$ cat src/rtl/ascon_bdi_packer.sv
`timescale 1ns/1ps
// Packs a type-tagged byte stream into CCW-bit key/bdi words for the Ascon core,
// issues the one-cycle mode request and waits for the core's done flag.
module ascon_bdi_packer #(
    parameter int CCW   = 32,
    parameter int CCWD8 = CCW / 8
) (
    input  logic             clk,
    input  logic             rst_n,
    input  logic [3:0]       cmd_mode,
    input  logic             cmd_empty,
    input  logic             cmd_valid,
    output logic             cmd_ready,
    input  logic [7:0]       in_data,
    input  logic [3:0]       in_type,
    input  logic             in_last,
    input  logic             in_final,
    input  logic             in_valid,
    output logic             in_ready,
    output logic [3:0]       mode,
    output logic [CCW-1:0]   key,
    output logic             key_valid,
    input  logic             key_ready,
    output logic [CCW-1:0]   bdi,
    output logic [CCWD8-1:0] bdi_valid,
    input  logic             bdi_ready,
    output logic [3:0]       bdi_type,
    output logic             bdi_eot,
    output logic             bdi_eoi,
    input  logic             done,
    output logic             busy,
    output logic [1:0]       dbg_state
);

    // Segment encodings: D_NULL=0 D_AD=1 D_MSG=2 D_TAG=3 D_NONCE=4 D_KEY=5
    localparam logic [3:0] D_NULL = 4'd0;
    localparam logic [3:0] D_KEY  = 4'd5;

    localparam logic [1:0] S_IDLE      = 2'd0;
    localparam logic [1:0] S_STREAM    = 2'd1;
    localparam logic [1:0] S_EMPTY     = 2'd2;
    localparam logic [1:0] S_WAIT_DONE = 2'd3;

    localparam int CW = $clog2(CCWD8 + 1);

    // Handshakes: every transfer happens on a rising edge where valid & ready are
    // both high; a valid word is held unchanged until that edge.

    logic [1:0]       fsm;
    logic [3:0]       mode_r;
    logic             empty_r;
    logic             mode_sent;
    logic             done_low;

    logic [CCW-1:0]   asm_data;
    logic [CW-1:0]    asm_cnt;
    logic [3:0]       asm_type;
    logic             asm_eot;
    logic             asm_eoi;
    logic             asm_closed;

    logic [CCW-1:0]   out_data;
    logic [CCWD8-1:0] out_en;
    logic [3:0]       out_type;
    logic             out_eot;
    logic             out_eoi;
    logic             out_full;

    logic             out_is_key;
    logic             bdi_word;
    logic             out_retire;
    logic             out_free;
    logic             in_fire;
    logic             cmd_fire;
    logic [CW-1:0]    base_cnt;
    logic [CCW-1:0]   base_data;
    logic [CCW-1:0]   new_data;
    logic [CW-1:0]    new_cnt;
    logic [3:0]       new_type;
    logic             new_close;
    logic             load_from_asm;
    logic             load_from_in;

    function automatic logic [CCWD8-1:0] en_mask(input logic [CW-1:0] n);
        logic [CCWD8-1:0] m;
        m = '0;
        for (int k = 0; k < CCWD8; k++) m[k] = (CW'(k) < n);
        return m;
    endfunction

    assign out_is_key = (out_type == D_KEY);
    assign bdi_word   = out_full & ~out_is_key;
    assign out_retire = out_full & (out_is_key ? key_ready : bdi_ready);
    assign out_free   = ~out_full | out_retire;
    assign in_ready   = (fsm == S_STREAM) & ~(asm_closed & out_full);
    assign in_fire    = in_valid & in_ready;
    assign cmd_ready  = (fsm == S_IDLE);
    assign cmd_fire   = cmd_valid & cmd_ready;

    // A closed word still in assembly is handed over this cycle, so a new byte starts fresh.
    assign base_cnt  = asm_closed ? '0 : asm_cnt;
    assign base_data = asm_closed ? '0 : asm_data;
    assign new_cnt   = base_cnt + CW'(1);
    assign new_type  = (base_cnt == '0) ? in_type : asm_type;
    assign new_close = (new_cnt == CW'(CCWD8)) | in_last | in_final;

    always_comb begin
        new_data = base_data;
        for (int k = 0; k < CCWD8; k++) begin
            if (base_cnt == CW'(k)) new_data[8*k +: 8] = in_data;
        end
    end

    assign load_from_asm = asm_closed & out_free;
    assign load_from_in  = in_fire & new_close & ~asm_closed & out_free;

    always_ff @(posedge clk or negedge rst_n) begin
        if (!rst_n) begin
            asm_data   <= '0;
            asm_cnt    <= '0;
            asm_type   <= D_NULL;
            asm_eot    <= 1'b0;
            asm_eoi    <= 1'b0;
            asm_closed <= 1'b0;
            out_data   <= '0;
            out_en     <= '0;
            out_type   <= D_NULL;
            out_eot    <= 1'b0;
            out_eoi    <= 1'b0;
            out_full   <= 1'b0;
        end else begin
            if (load_from_asm) begin
                out_data <= asm_data;
                out_en   <= en_mask(asm_cnt);
                out_type <= asm_type;
                out_eot  <= asm_eot;
                out_eoi  <= asm_eoi;
                out_full <= 1'b1;
            end else if (load_from_in) begin
                out_data <= new_data;
                out_en   <= en_mask(new_cnt);
                out_type <= new_type;
                out_eot  <= in_last | in_final;
                out_eoi  <= in_final;
                out_full <= 1'b1;
            end else if (out_retire) begin
                out_full <= 1'b0;
            end

            if (in_fire && !load_from_in) begin
                asm_data   <= new_data;
                asm_cnt    <= new_cnt;
                asm_type   <= new_type;
                asm_eot    <= in_last | in_final;
                asm_eoi    <= in_final;
                asm_closed <= new_close;
            end else if (load_from_in || load_from_asm) begin
                asm_data   <= '0;
                asm_cnt    <= '0;
                asm_eot    <= 1'b0;
                asm_eoi    <= 1'b0;
                asm_closed <= 1'b0;
            end
        end
    end

    always_ff @(posedge clk or negedge rst_n) begin
        if (!rst_n) begin
            fsm       <= S_IDLE;
            mode_r    <= 4'd0;
            empty_r   <= 1'b0;
            mode_sent <= 1'b0;
            done_low  <= 1'b0;
        end else begin
            // done may still be high from the previous operation until the core reacts.
            if (fsm != S_IDLE && mode_sent && !done) done_low <= 1'b1;
            case (fsm)
                S_IDLE: begin
                    if (cmd_fire) begin
                        mode_r    <= cmd_mode;
                        empty_r   <= cmd_empty;
                        mode_sent <= 1'b0;
                        done_low  <= 1'b0;
                        fsm       <= cmd_empty ? S_EMPTY : S_STREAM;
                    end
                end
                S_STREAM: begin
                    if (out_full) mode_sent <= 1'b1;
                    if (out_retire && out_eoi) fsm <= S_WAIT_DONE;
                end
                S_EMPTY: begin
                    mode_sent <= 1'b1;
                    fsm       <= S_WAIT_DONE;
                end
                default: begin
                    if (done && done_low) fsm <= S_IDLE;
                end
            endcase
        end
    end

    assign busy      = (fsm != S_IDLE);
    assign dbg_state = fsm;
    assign mode      = (((fsm == S_STREAM) & out_full & ~mode_sent) | (fsm == S_EMPTY))
                       ? mode_r : 4'd0;
    assign key_valid = out_full & out_is_key;
    assign key       = key_valid ? out_data : '0;
    assign bdi       = bdi_word ? out_data : '0;
    assign bdi_valid = bdi_word ? out_en : '0;
    assign bdi_type  = bdi_word ? out_type : D_NULL;
    assign bdi_eot   = bdi_word & out_eot;
    assign bdi_eoi   = (bdi_word & out_eoi) | ((fsm == S_EMPTY) & empty_r);

endmodule

$ cat config.mk
export PLATFORM = sky130hd
export DESIGN_NAME = ascon_bdi_packer
export DESIGN_NICKNAME = d
export VERILOG_FILES = /design/src/rtl/ascon_bdi_packer.sv
export SDC_FILE = /design/constraint.sdc
export NUM_CORES = 1
export LEC_CHECK = 0
export BUFFER_PORTS_ARGS = -buffer_cell sky130_fd_sc_hd__clkbuf_2
export CAP_MARGIN = 10
export CORE_ASPECT_RATIO = 2
export CORE_MARGIN = 2
export CORE_UTILIZATION = 36
export DETAILED_ROUTE_END_ITERATION = 12
export SLEW_MARGIN = 25
export SYNTH_ARGS = -nofsm -noshare
export SYNTH_HDL_FRONTEND = slang
export SYNTH_SLANG_ARGS = --single-unit
$ cat constraint.sdc
create_clock -name clk -period 6.37 [get_ports clk]
set_clock_uncertainty 0.05 [all_clocks]
set_input_delay 0 -clock clk [delete_from_list [all_inputs] [get_ports clk]]
set_output_delay 0 -clock clk [all_outputs]
set_load 0.05 [all_outputs]
Word level (Yosys, flattened, before mapping)
Cells that the tools add are included.

operators by class
  reduce and logical (&&, ||, !) cells = 19
  $add $sub $neg = 1
  $lt $le $gt $ge = 8
  multiplexer cells = 45
  equal/unequal tests = 10
  bitwise operators = 27

operator list
  kind                                                number
  2-to-1 mux 32 bit                                   7
  2-to-1 mux 4 bit                                    8
  2-to-1 mux 8 bit                                    4
  2-to-1 mux 1 bit                                    17
  bitwise AND 1 bit                                   16
  < comparator 1 x 3 -> 1 bit (first input constant)  4
  < comparator 2 x 3 -> 1 bit (first input constant)  4
  2-to-1 mux 3 bit                                    3
  2-to-1 mux 2 bit                                    4
  == test 3 x 2 -> 1 bit (second input constant)      2
  bitwise OR 1 bit                                    6
  one-hot mux 2 bit (3 select lines)                  1
  AND reduction 3 bit                                 2
  nonzero test 2 bit                                  3
  nonzero test 3 bit                                  2
  logical AND 1 bit                                   5
  inverter 1 bit                                      5
  == test 4 x 3 -> 1 bit (second input constant)      1
  != test 2 bit (second input constant)               2
  nonzero test 4 bit                                  1
  adder 3 x 1 -> 3 bit (second input constant)        1
  == test 3 x 1 -> 1 bit (second input constant)      1
  == test 3 bit (second input constant)               1
  zero test 3 bit                                     1
  8 further kinds                                     9

storage, ports and cells
  word-level logic and storage cells = 127
  register bits after elaboration = 94
  output and inout port bits = 84
  bits of input ports = 26

Depth between registers and ports, before layout
Gate-level depths: netlist of the first run.

  depth after elaboration = 11
  gate-level depth with buffers = 12

Least setup slack after synthesis of the first run
Ideal clock, no wire load.

  path kind = register to register
  from = reg asm_closed
  to = reg out_type[3]
  setup time = 126 ps
  data required time = 6,194 ps
  clock period less this slack = 2,861 ps
  cell stages (with the launch flop) = 13
  data arrival time = 2,685 ps
  setup slack = 3,509 ps
  path through = dfrtp_1 > buf_2 > clkbuf_1 > nor2b_1 > ha_1 > ha_1 > nor2b_1 > o311a_1 > clkbuf_1 > o21ai_1 > clkbuf_1 > and2_1 > a221o_1

between the ends
  longest elaborated chain between the ends = 9

ends and longest elaborated chain
  item                             RTL line  source
  start, declared                  60        logic asm_closed;
  start signal, assigned           156       asm_closed <= new_close;
  2-to-1 mux 3 bit                 101       assign base_cnt = asm_closed ? '0 : asm_cnt;
  adder 3 x 1 -> 3 bit             103       assign new_cnt = base_cnt + CW'(1);
  == test 3 bit                    105       assign new_close = (new_cnt == CW'(CCWD8)) | in_last | in_final;
  bitwise OR 1 bit (2 in series)   105
  bitwise AND 1 bit (3 in series)  115       assign load_from_in = in_fire & new_close & ~asm_closed & out_free;
  nonzero test 2 bit (no line)     -
  end signal, assigned             135       out_type <= asm_type;
  end signal, assigned             142       out_type <= new_type;
  end, declared                    64        logic [3:0] out_type;

Parallel ways exist; a longest one is shown, timed or not. The select of a mux whose other input is x is not followed.
A chain may end at the register's enable or synchronous reset.

Final worst setup path of the first run
Same ends and word-level chain as after synthesis.

==> impl_metrics.tcl, run 1 <==
set metrics [dict create \
    syn_nets 555 \
    start_util 0.3687 \
    gp_congestion 0.8056 \
    finalCritPeriodShare 0.5810 \
    finalMaxSlewViolations 0 \
    use_met2 0.3669 \
    critPathSlowestCell "dfrtp_1" \
    outcome "complete, no violations" \
    gr-total-overflow 0 \
    vias 4622 \
    setup_viol 0 \
    peakVddDrop_v 0.0001715 \
    firstDrtPassIters 5 \
    synth_edf_count 0 \
    layout_common_cells "108 x clkbuf_2, 94 x dfrtp_1, 55 x o22ai_1, 49 x a22o_1, 47 x and2_1" \
    clkSinkCount 94 \
    p_leak_nw 3.053 \
    hold_buffers 14 \
    row_count 61 \
    tns_ns 0 \
    die_h_um 172.7 \
    yosysUniqueCellTypes 43 \
    vias_per_cell 5.713 \
    met1_usage 0.2475 \
    use_met3 0.02721 \
    routed_wirelength_um 15490 \
    crit_arrival_ns 3.93 \
    fin_crit_ns 3.701 \
    core_um2 13890 \
    die_area_um2 15250 \
    cp.buffers_inverters 0 \
    drive_above_1_share 0.2419 \
    synth-warning-count 0 \
    finalWorstSetupSlack_ns 2.669 \
    antennaDiodeCount 0 \
    htreeDepth 3 \
    synth_cells 519 \
    grt_usage 0.2067 \
    power.density_nw_per_um2 503.6 \
    maxCapViolations 0 \
    die_x_um 88.34 \
    syn_area_um2 5121 \
    ioPinCount 110 \
    async_flop_share 1.000 \
    finalHoldViolations 0 \
    cts_setup_buffers 0 \
    layout.nets 651 \
    critical_path.top_delay_family "simple AND/OR/NAND/NOR gates" \
    worst_slew_pin_slew_ns 0.9774 \
    antenna_found_initial 0 \
    rsz0062_at_grt "no" \
    synth_seq_area_share 0.4593 \
    avgSynthCellArea_um2 9.867 \
    clk_pin_slew_ns 0.07 \
    grt_pass1_wl_um 24720 \
    top_usage_layer "met2" \
    io_buffers 109 \
    final_common_cell "clkbuf_2" \
    fill_cells 1407 \
    cts_root_buf "clkbuf_16" \
    crit_fanout 28 \
    worstSkewPairLatency_ns 0.34 \
    cts_tree "built" \
    slowest_delay_ns 0.94 \
    ys_seq_elements 94 \
    grt_pass1_vias 4629 \
    wl_per_cell_um 19.15 \
    dp_slack_ns 2.626 \
    cts-buffers-inserted 9 \
    dpl.hpwl_um 10450 \
    start_kind "flip-flop" \
    path_class "flip-flop to flip-flop" \
    ant_nets 0 \
    maxSlewHeadroom 0.3468 \
    cp-end-kind "flip-flop" \
    cts_buffer_depth 2 \
    area_growth_pct 21.99 \
    drc_errors 0 \
    clock.fmax_ghz 0.2702 \
    yosys_most_used_dff "dfrtp_1" \
    hp-class "input pin to async pin" \
    grt_max_degree 74 \
    cp_cell_sequence "nor2b_1 -> ha_1 -> ha_1 -> nor2b_1 -> o311a_1 -> nand2_1 -> nor3_1 -> a221o_1" \
    cts_resized 0 \
    first_iter_violations 311 \
    crit_required_ns 6.60 \
]
path summary, 6_finish.rpt:
kind | slack [ns] | cells past startpoint | from | to
max | 2.67 | 8 | asm_closed | out_type[3]
min | 0.03 | 2 | rst_n | asm_type[1]
max reg2reg | 2.67 | 8 | asm_closed | out_type[3]
min reg2reg | 0.44 | 1 | asm_eot | asm_eot
max in group asynchronous | 5.33 | 4 | rst_n | asm_data[14]
min in group clk | 0.07 | 3 | in_data[7] | asm_data[31]
cell type report:
cell class	instances	area (um^2)	share of cell area
clock buffers	12	266.5	0.04266
well taps	189	236.5	0.03785
multi-input cells	367	2525	0.4042
clock inverters	4	53.80	0.008612
inverters	12	45.04	0.007210
flip-flops and latches	94	2352	0.3765
repair buffers	131	768.2	0.1230
cells in the mapped netlist, types with 11 or more instances:
library cell  count  share of area
nand2_1          21          0.015
and3_1           40          0.049
nor2_1           11         0.0081
nor2b_1          11          0.013
and2_1           47          0.057
clkbuf_1         28          0.021
a21oi_1          35          0.034
inv_1            12         0.0088
o22ai_1          55          0.067
a22o_1           49          0.084
o21ai_0          15          0.015
dfrtp_1          94           0.46
o2bb2ai_1        12          0.021
metal layers:
layer,up-vias,wire [um]
met1,2306,5921
met2,144,8587
met5,-,0
met3,28,544
met4,0,439
li1,2144,-
sequential cells by signal, summed over array words and instances, names as in the netlist:
| name | count |
|---|---|
| out_eot | 1 |
| out_eoi | 1 |
| asm_cnt | 3 |
| asm_closed | 1 |
| asm_eoi | 1 |
| out_full | 1 |
| asm_eot | 1 |
| asm_type | 4 |
| mode_sent | 1 |
| done_low | 1 |
| out_en | 4 |
| asm_data | 32 |
| empty_r | 1 |
| out_data | 32 |
| dbg_state | 2 |
| mode_r | 4 |
| out_type | 4 |
worst reg2reg max path, cell delays in order (launching register included):
cell and delay [ns]:
dfrtp_1 0.94, nor2b_1 0.26, ha_1 0.27, ha_1 0.31, nor2b_1 0.19, o311a_1 0.19, nand2_1 0.57, nor3_1 0.61
a221o_1 0.24
kinds of logic after synthesis:
logic type	Yosys count	synth area share
buf+inv	58	0.05082
flops	94	0.4593
simple gates	144	0.1610
compound gates	201	0.2775
mux	12	0.02687
fa+ha+maj	10	0.02443
stage by stage:
step                cells  cell area (um^2)  power (mW)    util  hold slack, ns
floorplan             519              5121       2.181       -         -0.3456
global placement      778              5758       2.538  0.4145         -0.1523
detailed placement    778              5759       2.575  0.4146         -0.1416
CTS                   808              6220       3.163  0.4478         0.04150
global route          809              6247       3.342  0.4497         0.06815
finish                809              6247       3.146  0.4497         0.03420
where the power goes:
part | internal (mW) | switching (mW)
registers | 0.834 | 0.217
clock network | 0.337 | 0.231
logic | 0.534 | 0.994
(Power assumes the default switching activity.)
==> run 2, diff against run 1 <==
--- a/config.mk
+++ b/config.mk
@@ -5,6 +5,7 @@
 export SDC_FILE = /design/constraint.sdc
 export NUM_CORES = 1
 export LEC_CHECK = 0
+export ABC_AREA = 1
 export BUFFER_PORTS_ARGS = -buffer_cell sky130_fd_sc_hd__clkbuf_2
 export CAP_MARGIN = 10
 export CORE_ASPECT_RATIO = 2
==> constraint.sdc (replaced) <==
create_clock -name clk -period 3.3 [get_ports clk]
set_clock_uncertainty 0.05 [all_clocks]
set_input_delay 0 -clock clk [delete_from_list [all_inputs] [get_ports clk]]
set_output_delay 0 -clock clk [all_outputs]
set_load 0.05 [all_outputs]
==> run 2 against run 1 <==
  * Final cell count up 28%
  * Synthesized cell count up 41%
  * Largest cell class unchanged
  * Combinational power up 62%
  * Highest routed layer unchanged
  * Flip-flop and latch count unchanged
  * Design area up 2.5%
  * Setup slack worse by 1.9 ns
  * Die area up 3.5%
  * Register-to-register slack worse by 1.9 ns
  * Power up 65%
  * First-iteration DRC count up 7.4%
==> impl_metrics.tcl, run 2 <==
set metrics [dict create \
    regToRegEndpoint "out_data[18]" \
    cts_resized 0 \
    ff_latch_area_um2 2352 \
    finalHoldViolations 0 \
    maxCapViolations 0 \
    clk_pin_slew_ns 0.07 \
    die_h_um 175.7 \
    io_buffers 109 \
    synth_top_cell_area_share 0.4433 \
    rsz0062_at_grt "no" \
    synthTopCellsByArea "dfrtp_1 44%, nand3_1 13%, nand2_1 13%, nor2_1 6.4%, inv_1 5.9%" \
    synth_top_cells_by_count "184 x nand2_1, 140 x nand3_1, 94 x dfrtp_1" \
    clock.fmax_ghz 0.3993 \
    drc_errors 0 \
    wl_per_cell_um 14.47 \
    hold_end "out_data[24]" \
    finalCritPeriodShare 0.7588 \
    synth_edf_count 0 \
    synth_cells 730 \
    finalMaxSlewViolations 0 \
    r2r-start "asm_cnt[0]" \
    power.density_nw_per_um2 812.2 \
    start_util 0.3697 \
    cp-end-kind "flip-flop" \
    die_area_um2 15790 \
    hp-class "input pin to flip-flop" \
    grt_pass1_vias 5007 \
    yosysMostFrequentCell "nand2_1" \
    setup_viol 0 \
    grt_max_degree 78 \
    htreeDepth 3 \
    final_common_cell "nand2_1" \
    top_regs "asm_data x32, out_data x32" \
    worstSkewPairLatency_ns 0.34 \
    crit_arrival_ns 2.73 \
    yosysUniqueCellTypes 34 \
    dpl.hpwl_um 10080 \
    first_iter_violations 334 \
    rrSetupSlack_ns 0.80 \
    min_from "in_data[0]" \
    p_leak_nw 3.338 \
    cts_buffer_depth 2 \
    synth_seq_area_share 0.4433 \
    grt_pass1_wl_um 24780 \
    yosys_most_used_dff "dfrtp_1" \
    crit_fanout 37 \
    post-route-util 0.4462 \
    antennaDiodeCount 0 \
    multi_input_comb_area_um2 2391 \
    holdPathStages 5 \
    ioPinCount 110 \
    gr-total-overflow 0 \
    drive_above_1_share 0.1851 \
    synth-warning-count 0 \
    routed_wirelength_um 14980 \
    row_count 62 \
    path_class "flip-flop to flip-flop" \
    cts_root_buf "clkbuf_16" \
    synth_area_leader_cell "dfrtp_1" \
    async_flop_share 1.000 \
    syn_nets 766 \
    vias_per_cell 4.910 \
    area_growth_pct 20.68 \
    core_um2 14350 \
    gp_congestion 0.8985 \
    start_kind "flip-flop" \
    ys_seq_elements 94 \
    peakVddDrop_v 0.0003789 \
    clkSinkCount 94 \
    outcome "complete, no violations" \
    tns_ns 0 \
    cts_tree "built" \
    avgSynthCellArea_um2 7.269 \
    cts-buffers-inserted 9 \
    layout_common_cells "184 x nand2_1, 140 x nand3_1, 108 x clkbuf_2, 94 x dfrtp_1, 90 x nor2_1" \
    fin_crit_ns 2.504 \
    grt_usage 0.1951 \
    maxSlewHeadroom 0.4917 \
    ant_nets 0 \
    layout.nets 874 \
    reg2regPathDepth 11 \
    fill_cells 1497 \
    crit_required_ns 3.52 \
    firstDrtPassIters 4 \
    vias 5082 \
    antenna_found_initial 0 \
    die_x_um 89.85 \
    worst_slew_pin_slew_ns 0.7613 \
    syn_area_um2 5306 \
]
-- run 2: changes by cell type after synthesis, sizes merged, moves of 12 or more --
cell and delta:
nand2 +171, nand3 +140, o22ai -55, buf +13, and2 -48, a21oi -30
and3 -40, nor2 +82, o2bb2ai -12, o21ai +27, a22o -49, clkbuf -17
inv +74
-- run 2: layout make-up --
class	count	share of cell area
multi-input combinational	507	0.3734
sequential	94	0.3673
timing repair buffer	139	0.1284
clock buffer	12	0.03849
tap	192	0.03751
inverter	87	0.05139
clock inverter	4	0.003517
-- run 2: worst max-delay path by stage --
stage                  from           end  slack (ns)  depth (start not counted)
5_1_grt          asm_cnt[0]  out_data[13]        0.57                         11
4_1_cts          asm_closed  out_data[21]        0.79                         10
3_3_place_gp     asm_closed  out_data[28]        0.87                         10
6_report         asm_cnt[0]  out_data[18]        0.80                         11
2_1_floorplan  dbg_state[0]  dbg_state[0]        0.80                          8
3_5_place_dp     asm_cnt[0]  out_data[18]        0.82                         11
-- run 2: per-layer routing --
| metal | up-vias | GRT usage | part of all wire |
|---|---|---|---|
| met1 | 2384 | 0.2308 | 0.43 |
| met3 | 26 | 0.02746 | 0.039 |
| met2 | 142 | 0.3460 | 0.50 |
| li1 | 2530 | - | - |
| met5 | - | 0 | 0 |
| met4 | 0 | 0.09551 | 0.034 |
-- run 2: metrics by stage --
stage / instances / worst slack, ns / power, mW / instance area [um^2] / hold slack, ns
5_1_grt: 1035 / 0.5693 / 5.587 / 6404 / 0.05881
6_report: 1035 / 0.7959 / 5.201 / 6404 / 0.009631
4_1_cts: 1035 / 0.7917 / 5.242 / 6400 / 0.008700
2_1_floorplan: 730 / 0.8047 / 3.655 / 5306 / -0.3456
3_3_place_gp: 1001 / 0.8676 / 4.232 / 5951 / 0.1942
3_5_place_dp: 1001 / 0.8210 / 4.249 / 5951 / 0.1791
-- run 2: cell families (layout without fill, tap and decap cells) --
| logic type | count (synthesis) | in the layout | share of synthesized area |
|---|---|---|---|
| AND/OR/NAND/NOR | 434 | 434 | 0.3575 |
| adder cells (fa/ha/maj) | 10 | 10 | 0.02358 |
| flip-flops | 94 | 94 | 0.4433 |
| AO/OA/AOI/OAI | 62 | 62 | 0.06744 |
| multiplexers | 1 | 1 | 0.002122 |
| buffers and inverters | 129 | 242 | 0.1061 |
-- run 2: report_power, final --
part | total, mW | switching (mW) | internal [mW]
sequential | 1.75 | 0.253 | 1.50
clock | 0.970 | 0.441 | 0.529
combinational | 2.48 | 1.84 | 0.639
total | 5.20 | 2.53 | 2.67
-- run 2: worst max-delay path: stages (launching register included) --
cell and delay (ns):
dfrtp_1 0.38, inv_1 0.06, nor2_1 0.29, ha_1 0.21
ha_1 0.26, nor2_1 0.15, nor2_2 0.08, nor3_4 0.17
nand2_4 0.18, inv_4 0.39, nand2_1 0.12, nand3_1 0.09
-- run 2: timing repair --
action,CTS,global route
hold buffers,18,0
endpoints found under the hold margin,99,0
setup buffers,0,0
==> run 3, diff against run 2 <==
--- a/config.mk
+++ b/config.mk
@@ -5,7 +5,7 @@
 export SDC_FILE = /design/constraint.sdc
 export NUM_CORES = 1
 export LEC_CHECK = 0
-export ABC_AREA = 1
+export ABC_AREA = 0
 export BUFFER_PORTS_ARGS = -buffer_cell sky130_fd_sc_hd__clkbuf_2
 export CAP_MARGIN = 10
 export CORE_ASPECT_RATIO = 2
==> constraint.sdc (replaced) <==
create_clock -name clk -period 2.41 [get_ports clk]
set_clock_uncertainty 0.05 [all_clocks]
set_input_delay 0 -clock clk [delete_from_list [all_inputs] [get_ports clk]]
set_output_delay 0 -clock clk [all_outputs]
set_load 0.05 [all_outputs]
==> run 3 against run 2 <==
  * Clock power up 38%
  * Fmax is 8.8% higher
  * Hold slack better by 0.018 ns
  * Wire length is 10% higher
  * Final cell count is 20% lower
  * Combinational power is 89% higher
  * Power rose by 68%
  * Largest cell class unchanged
  * Largest power group unchanged
  * Highest routed layer unchanged
==> impl_metrics.tcl, run 3 (synthesis results as in run 1) <==
set metrics [dict create \
    finalMaxSlewViolations 0 \
    area_growth_pct 32.32 \
    wl_met2_um 9190 \
    worst_slew_pin_slew_ns 0.6403 \
    hp-class "input pin to flip-flop" \
    crit_fanout 24 \
    finalCritPeriodShare 0.9553 \
    cts_root_buf "clkbuf_16" \
    gr-total-overflow 0 \
    wl_per_cell_um 19.84 \
    grt_pass1_vias 4814 \
    cts_tree "built" \
    power.density_nw_per_um2 1292 \
    cts_setup_buffers 0 \
    die_x_um 88.34 \
    drive_above_1_share 0.2835 \
    grt_pass1_wl_um 25980 \
    tns_ns 0 \
    dp_slack_ns -0.006398 \
    core_um2 13890 \
    dpl.hpwl_um 11420 \
    final_common_cell "dfrtp_1" \
    peakVddDrop_v 0.0005807 \
    path_class "flip-flop to flip-flop" \
    top_regs "asm_data x32, out_data x32" \
    start_kind "flip-flop" \
    finalHoldViolations 0 \
    critPathSlowestCell "dfrtp_1" \
    cp_cell_sequence "nor2b_4 -> ha_4 -> ha_4 -> nor2b_2 -> o311a_4 -> nand2_1 -> buf_12 -> o22ai_1 -> a21oi_1" \
    ioPinCount 110 \
    setup_viol 0 \
    met3WireLength_um 593 \
    post-route-util 0.4878 \
    finalWorstSetupSlack_ns 0.1078 \
    firstDrtPassIters 5 \
    layout.nets 673 \
    crit_arrival_ns 2.48 \
    clkSinkCount 94 \
    layout_common_cells "94 x dfrtp_1, 86 x clkbuf_2, 55 x o22ai_1, 49 x a22o_1, 47 x and2_1" \
    rsz0062_at_grt "no" \
    m1WireLength_um 6240 \
    p_total_mw 8.752 \
    cp-end-kind "flip-flop" \
    highest_layer "met4" \
    routed_wirelength_um 16490 \
    cts_buffer_depth 2 \
    cp_common_cell "ha_4" \
    die_h_um 172.7 \
    antennaDiodeCount 0 \
    grt_max_degree 50 \
    slowest_delay_ns 0.47 \
    ff_latch_area_um2 2352 \
    die_area_um2 15250 \
    gp_congestion 0.8425 \
    htreeDepth 3 \
    clock.fmax_ghz 0.4344 \
    io_buffers 109 \
    ant_nets 0 \
    drc_errors 0 \
    fin_crit_ns 2.302 \
    antenna_found_initial 0 \
    vias_per_cell 5.729 \
    clk_pin_slew_ns 0.07 \
    fill_cells 1332 \
    start_util 0.3687 \
    vias 4761 \
    cts-buffers-inserted 9 \
    row_count 61 \
    outcome "complete, no violations" \
    grt_usage 0.2184 \
    multi_input_comb_area_um2 2601 \
    worstSkewPairLatency_ns 0.34 \
    maxCapViolations 0 \
    p_leak_nw 3.230 \
    maxSlewHeadroom 0.5727 \
    first_iter_violations 299 \
    crit_required_ns 2.58 \
]
## run 3: metal layers
metal,GRT usage,up-vias
li1,-,2187
met1,0.2586,2401
met2,0.3900,146
met3,0.02434,27
met4,0.08586,0
met5,0,-
## run 3: final timing paths
kind                       depth (start not counted)  slack, ns           end       start
min                                                3       0.03       asm_eot     in_last
min in group asynchronous                          2       0.15   out_data[1]       rst_n
max in group asynchronous                          3       1.48  out_data[22]       rst_n
min reg2reg                                        1       0.44       asm_eot     asm_eot
max                                                9       0.11  out_data[14]  asm_closed
max reg2reg                                        9       0.11  out_data[14]  asm_closed
## run 3: what timing repair did
| action | in CTS | in global routing |
|---|---|---|
| resized for setup | 2 | 4 |
| endpoints found under the setup margin | 19 | 45 |
| hold buffers | 13 | 0 |
| hold endpoints to repair | 61 | 0 |
## run 3: cell type report
class,count,share of cell area
Tap cell,189,0.03490
Multi-Input combinational cell,367,0.3839
Clock buffer,10,0.03379
Sequential cell,94,0.3471
Clock inverter,6,0.006832
Timing Repair Buffer,153,0.1869
Inverter,12,0.006647
## run 3: power by group
part	internal [mW]	switching [mW]	leakage, nW
logic	1.88	2.80	1.90
clock network	0.706	0.634	0.129
registers	2.20	0.529	1.20
total	4.79	3.96	3.23
## run 3: critical path: cells and delay by family, from the launching register on
kind                     cells  cell delay [ns]
AO/OA/AOI/OAI                3             0.55
flip-flops                   1             0.47
adder cells (fa/ha/maj)      2             0.36
buffers and inverters        1             0.20
AND/OR/NAND/NOR              3             0.53
## run 3: metrics by stage
step | area [um^2] | cells | hold slack [ns]
2_1_floorplan | 5209 | 519 | -0.3456
3_3_place_gp | 6339 | 802 | -0.006592
3_5_place_dp | 6339 | 802 | 0.00008693
4_1_cts | 6754 | 831 | 0.005624
5_1_grt | 6777 | 831 | 0.03672
6_report | 6777 | 831 | 0.02801
